### src/rtl/mp_add_sequencer_pkg.sv
// Shared definitions for the multi-precision add/subtract sequencer.
//   LIMB_W  : width of one limb handled by the shared adder
//   state_t : sequencer FSM states
//   ovf_f   : signed overflow from operand and result sign bits
package mp_add_sequencer_pkg;

   localparam int unsigned LIMB_W = 32;

   typedef enum logic [1:0] {
      IDLE = 2'd0,
      RUN  = 2'd1,
      DONE = 2'd2
   } state_t;

   // Overflow when both addends share a sign that the result does not.
   function automatic logic ovf_f(input logic a_msb, input logic b_msb, input logic s_msb);
      return (a_msb == b_msb) && (s_msb != a_msb);
   endfunction

endpackage

### src/rtl/mp_add_sequencer_adder.sv
// 32-bit Ling adder (combinational).
//   a, b : addends
//   cin  : carry into bit 0
//   sum  : a + b + cin modulo 2^32
//   cout : carry out of bit 31
module lingadder32_bit
   import mp_add_sequencer_pkg::*;
(
   input  logic [LIMB_W-1:0] a,
   input  logic [LIMB_W-1:0] b,
   input  logic              cin,
   output logic [LIMB_W-1:0] sum,
   output logic              cout
);

   logic [LIMB_W-1:0] g;
   logic [LIMB_W-1:0] t;
   logic [LIMB_W-1:0] p;
   logic              h_prev;
   logic              t_prev;
   logic              c_prev;
   logic              h_cur;

   assign g = a & b;
   assign t = a | b;
   assign p = a ^ b;

   // Ling pseudo-carry H_i = g_i | t_(i-1) & H_(i-1); real carry c_i = t_i & H_i.
   // Seeding H_(-1)=cin with t_(-1)=1 folds the carry-in into bit 0.
   always_comb begin
      sum    = '0;
      h_prev = cin;
      t_prev = 1'b1;
      c_prev = cin;
      h_cur  = 1'b0;
      for (int i = 0; i < int'(LIMB_W); i++) begin
         sum[i] = p[i] ^ c_prev;
         h_cur  = g[i] | (t_prev & h_prev);
         c_prev = t[i] & h_cur;
         h_prev = h_cur;
         t_prev = t[i];
      end
      cout = c_prev;
   end

endmodule

### src/rtl/mp_add_sequencer.sv
// Multi-precision add/subtract sequencer: streams WORDS limbs, LSB first,
// through one shared 32-bit Ling adder with a registered inter-limb carry.
//   clk, rst                  : clock, synchronous active-high reset
//   in_valid/in_ready         : operand handshake (in_a, in_b, in_cin, in_sub)
//   out_valid/out_ready       : result handshake (out_sum, out_cout, out_ovf)
//   busy                      : high while limbs are being processed
// in_ready follows out_ready combinationally in DONE so a new operation can
// be accepted in the same cycle the previous result is consumed.
module mp_add_sequencer
   import mp_add_sequencer_pkg::*;
#(
   parameter  int unsigned WORDS = 4,
   localparam int unsigned N     = LIMB_W * WORDS
) (
   input  logic         clk,
   input  logic         rst,
   input  logic         in_valid,
   output logic         in_ready,
   input  logic [N-1:0] in_a,
   input  logic [N-1:0] in_b,
   input  logic         in_cin,
   input  logic         in_sub,
   output logic         out_valid,
   input  logic         out_ready,
   output logic [N-1:0] out_sum,
   output logic         out_cout,
   output logic         out_ovf,
   output logic         busy
);

   localparam int unsigned IDX_W = (WORDS > 1) ? $clog2(WORDS) : 1;

   state_t                        state_q;
   state_t                        state_d;
   logic [IDX_W-1:0]              idx_q;
   logic [WORDS-1:0][LIMB_W-1:0]  a_q;
   logic [WORDS-1:0][LIMB_W-1:0]  b_q;
   logic [WORDS-1:0][LIMB_W-1:0]  sum_q;
   logic                          carry_q;
   logic                          cout_q;
   logic                          ovf_q;

   logic                          accept;
   logic                          step;
   logic                          last_limb;
   logic [LIMB_W-1:0]             add_sum;
   logic                          add_cout;

   assign last_limb = (idx_q == IDX_W'(WORDS - 1));

   lingadder32_bit u_adder (
      .a    (a_q[idx_q]),
      .b    (b_q[idx_q]),
      .cin  (carry_q),
      .sum  (add_sum),
      .cout (add_cout)
   );

   // Next state and handshake decode.
   always_comb begin
      state_d  = state_q;
      in_ready = 1'b0;
      step     = 1'b0;
      unique case (state_q)
         IDLE: begin
            in_ready = 1'b1;
            if (in_valid) state_d = RUN;
         end
         RUN: begin
            step = 1'b1;
            if (last_limb) state_d = DONE;
         end
         DONE: begin
            in_ready = out_ready;
            if (out_ready) state_d = in_valid ? RUN : IDLE;
         end
         default: state_d = IDLE;
      endcase
      accept = in_valid && in_ready;
   end

   // State, operand latches, limb results and carry chain.
   always_ff @(posedge clk) begin
      if (rst) begin
         state_q <= IDLE;
         idx_q   <= '0;
         a_q     <= '0;
         b_q     <= '0;
         sum_q   <= '0;
         carry_q <= 1'b0;
         cout_q  <= 1'b0;
         ovf_q   <= 1'b0;
      end else begin
         state_q <= state_d;
         if (accept) begin
            a_q     <= in_a;
            b_q     <= in_sub ? ~in_b : in_b;
            carry_q <= in_sub | in_cin;
            idx_q   <= '0;
         end else if (step) begin
            sum_q[idx_q] <= add_sum;
            carry_q      <= add_cout;
            idx_q        <= idx_q + IDX_W'(1);
            if (last_limb) begin
               cout_q <= add_cout;
               ovf_q  <= ovf_f(a_q[WORDS-1][LIMB_W-1], b_q[WORDS-1][LIMB_W-1],
                               add_sum[LIMB_W-1]);
            end
         end
      end
   end

   assign out_valid = (state_q == DONE);
   assign busy      = (state_q == RUN);
   assign out_sum   = sum_q;
   assign out_cout  = cout_q;
   assign out_ovf   = ovf_q;

endmodule

### config.mk
export PLATFORM = sky130hd
export DESIGN_NAME = mp_add_sequencer
export DESIGN_NICKNAME = d
export VERILOG_FILES = /design/src/rtl/mp_add_sequencer_pkg.sv /design/src/rtl/mp_add_sequencer_adder.sv /design/src/rtl/mp_add_sequencer.sv
export SDC_FILE = /design/constraint.sdc
export NUM_CORES = 1
export LEC_CHECK = 0
export BUFFER_PORTS_ARGS = -buffer_cell sky130_fd_sc_hd__clkbuf_2
export CAP_MARGIN = 20
export CORE_MARGIN = 8
export CORE_UTILIZATION = 50
export CTS_BUF_LIST = sky130_fd_sc_hd__clkbuf_8
export DETAILED_ROUTE_END_ITERATION = 8
export PLACE_DENSITY = 0.85
export SYNTH_ARGS = -nofsm -noshare
export SYNTH_HDL_FRONTEND = slang
export SYNTH_SLANG_ARGS = --single-unit
### constraint.sdc
create_clock -name clk -period 33.8 [get_ports clk]
set_input_delay 5.07 -clock clk [delete_from_list [all_inputs] [get_ports clk]]
set_output_delay 5.07 -clock clk [all_outputs]
set_load 0.05 [all_outputs]
==> out/qor.csv <==
stage;metric;value;unit
final_layout;Nets;2464;
yosys;area share of the largest cell type after synthesis;43.3;%
global_route;All-Layer GR Usage;26.1;%
detailed_routing;Residual DRC;0;
floorplan;chip width;206;um
clocking;post_cts resized;0;
timing;highest clock rate;59.4;MHz
yosys;Synth Flop Type;dfxtp_1;
clocking;Clock Path Buffers;3;
final_layout;Layout Utilization;59.4;%
detailed_routing;DR vias/cell;5.79;
yosys;top cells by area, synth;dfxtp_1, a21oi_1, mux4_2, a211oi_2, xnor2_1;
clocking;H-tree depth;3;
yosys;Synth Cell Area;18100;um^2
global_route;vias in the first global route;15700;
timing;TNS Setup;0;ps
outcome;outcome;finished, final reports clean;
timing;final hold vios;0;
clocking;TritonCTS Buffers;67;
yosys;post-synth top area cell;dfxtp_1;
floorplan;Starting Density;50.8;%
worst_setup_path;worst setup path start;idx_q[0];
yosys;synth cell count leaders;dfxtp_1, a21oi_1, nand2_1;
detailed_routing;Routed Antenna Nets;0;
yosys;most numerous cell in the Yosys netlist;dfxtp_1;
worst_setup_path;startpoint types;flip-flop;
detailed_routing;Starting DRT DRC Count;1352;
clocking;CTS tree;built;
worst_setup_path;Setup crit end kind;flip-flop;
detailed_routing;First-pass DRT Iterations;5;
floorplan;Die Ht;206;um
pwr;Lkg Pwr;0.00799;uW
timing;unrepaired setup endpoints after global routing;false;
global_route;first-pass GRT wire length;86600;um
floorplan;Rows;69;
detailed_routing;Routed WL;57600;um
timing;min Tclk post-route;16830;ps
yosys;synth unique cells;33;
timing;Slew Viols, Final;0;
pwr;Power Dens Cells;53.9;nW/um^2
worst_setup_path;slowest CP cell;dfxtp_4;
timing;Layout Skew;29.1;ps
run;Max Cap Viol;0;
clocking;CTS clk-pin slew, worst paths;60;ps
place;Placer Congestion;0.858;
final_layout;share of post-route cells with drive strength above 1;31.0;%
worst_setup_path;CP Max Fanout;35;
pwr;Clk pwr share;37.4;%
pwr;Logic pwr share;18.0;%
place;port buffer count;394;
worst_setup_path;Worst Setup Path Type;reg -> reg;
final_layout;area grow syn2layout;16.9;%
worst_setup_path;critical path's largest stage delay;740;ps
clocking;Sink Count;391;
yosys;Post-synth EDFFs;0;
pwr;Max VDD drop;0.0438;mV
floorplan;CORE AREA;35600;um^2
worst_hold_path;Tightest Hold Check Type;reg -> reg;
yosys;mean post-synth cell area;9.60;um^2
global_route;antenna violations before repair;1;
timing;final setup vio count;0;
yosys;synthesized flop and latch total;391;
floorplan;I/O Pins;395;
detailed_routing;routed via count;15500;
global_route;largest net degree at the start of global routing;192;
worst_hold_path;HP Start;out_sum[53];
clocking;# Post-CTS Setup Buffers;0;
place;pre-CTS setup slack;16880;ps
timing;slew at the pin with the worst max-slew slack;1110;ps
pwr;internal power;800;uW
worst_setup_path;reg2reg start;idx_q[0];
pwr;Seq pwr share;44.6;%
detailed_routing;DR WL/cell;21.6;um
worst_setup_path;arrival time at the worst endpoint;17330;ps
pwr;Switch Pwr;339;uW
pwr;sw frac;29.8;%
worst_setup_path;critical path's most frequent cell;fa_1;
timing;setup ws final;16970;ps
place;post-DP HPWL;40800;um
floorplan;die area;42500;um^2
timing;Tcrit/Tclk final;49.8;%
worst_setup_path;Worst Path Required;34300;ps
yosys;Syn Inst Count;1884;
yosys;register area share after synthesis;43.3;%
global_route;remaining global-route overflow;0;
yosys;yosys warns;0;
clocking;CTS Hold Bufs;0;
clocking;Root Buffer;clkbuf_8;
yosys;Async S/R FF share, synth;0;%
yosys;Synth Net Count;2182;
timing;relative slew slack;25.8;%
clocking;Clk Latency, worst-skew pair;620;ps
[layout by cell type, fill, tap and decap left out, drive strengths merged, types with 5 or more instances in the layout]
cell type	n
nand3	128
o21ai	128
nand3b	5
fa	32
nand2	244
clkbuf	473
buf	25
nor2	11
clkinv	8
xnor2	129
a211oi	137
a21oi	379
dfxtp	391
inv	29
mux4	64
[critical path: cells and delay by family, from the launching register on]
| kind | cells | cell delay, ps |
|---|---|---|
| and+or+nand+nor | 1 | 460 |
| muxes | 1 | 600 |
| buffers and inverters | 2 | 140 |
| adders and majority gates | 32 | 14530 |
| DFF | 1 | 740 |
| AOI/OAI and AO/OA | 1 | 250 |
[final cells by class]
cell class              count  area [um^2]
inverters                   8         30.0
clock buffers              81         1110
well taps                 461          577
repair buffers            417         2210
clock inverters            32          204
fillers                  2986        14400
multi-input cells        1281         9150
flip-flops and latches    391         7840
diodes                      1         2.50
[state kept, by name, summed over array words and instances (netlist names)]
register,flops
idx_q,2
state_q,2
out_sum,128
out_cout,1
carry_q,1
out_ovf,1
a_q,128
b_q,128
[per-layer routing]
layer	wire [um]	vias up	track usage [%]
met5	0	-	0
met4	2690	0	13.1
met3	5120	147	5.99
met2	27500	757	43.3
met1	22300	7358	31.5
li1	-	7213	-
[power by group through the flow]
stage / Combinational [uW] / Clock (uW) / Sequential [uW]
floorplan: 127 / 0 / 526
detailed placement: 203 / 0 / 518
global route: 219 / 455 / 511
CTS: 204 / 431 / 508
finish: 205 / 427 / 508
global placement: 199 / 0 / 515
[kinds of logic (layout without fill, tap and decap cells)]
logic type      count (synthesis)  in the layout  synth area share, %
xor+xnor                      129            129                 6.25
simple gates                  404            404                 9.76
compound gates                646            646                 22.6
flops                         391            391                 43.3
mux                            66             66                 8.08
fa+ha+maj                      36             36                 3.82
buf+inv                       212            538                 6.24
other cells                     0              1                    0
[per-stage QoR]
| step | area, um^2 | total power [uW] | hold slack, ps | cells |
|---|---|---|---|---|
| 3_5_place_dp | 19800 | 720 | 446 | 2556 |
| 5_1_grt | 21100 | 1180 | 466 | 2672 |
| 2_1_floorplan | 18100 | 653 | 451 | 1884 |
| 6_report | 21100 | 1140 | 452 | 2672 |
| 3_3_place_gp | 19800 | 714 | 441 | 2556 |
| 4_1_cts | 21100 | 1140 | 454 | 2669 |
[worst paths after layout]
path                 endpoint  slack, ps  cells after the start
hold reg to reg   out_sum[53]        450                      2
setup / recovery      out_ovf      16970                     37
setup reg to reg      out_ovf      16970                     37
hold / removal    out_sum[53]        450                      2
Power figures use the tool's default switching activity.
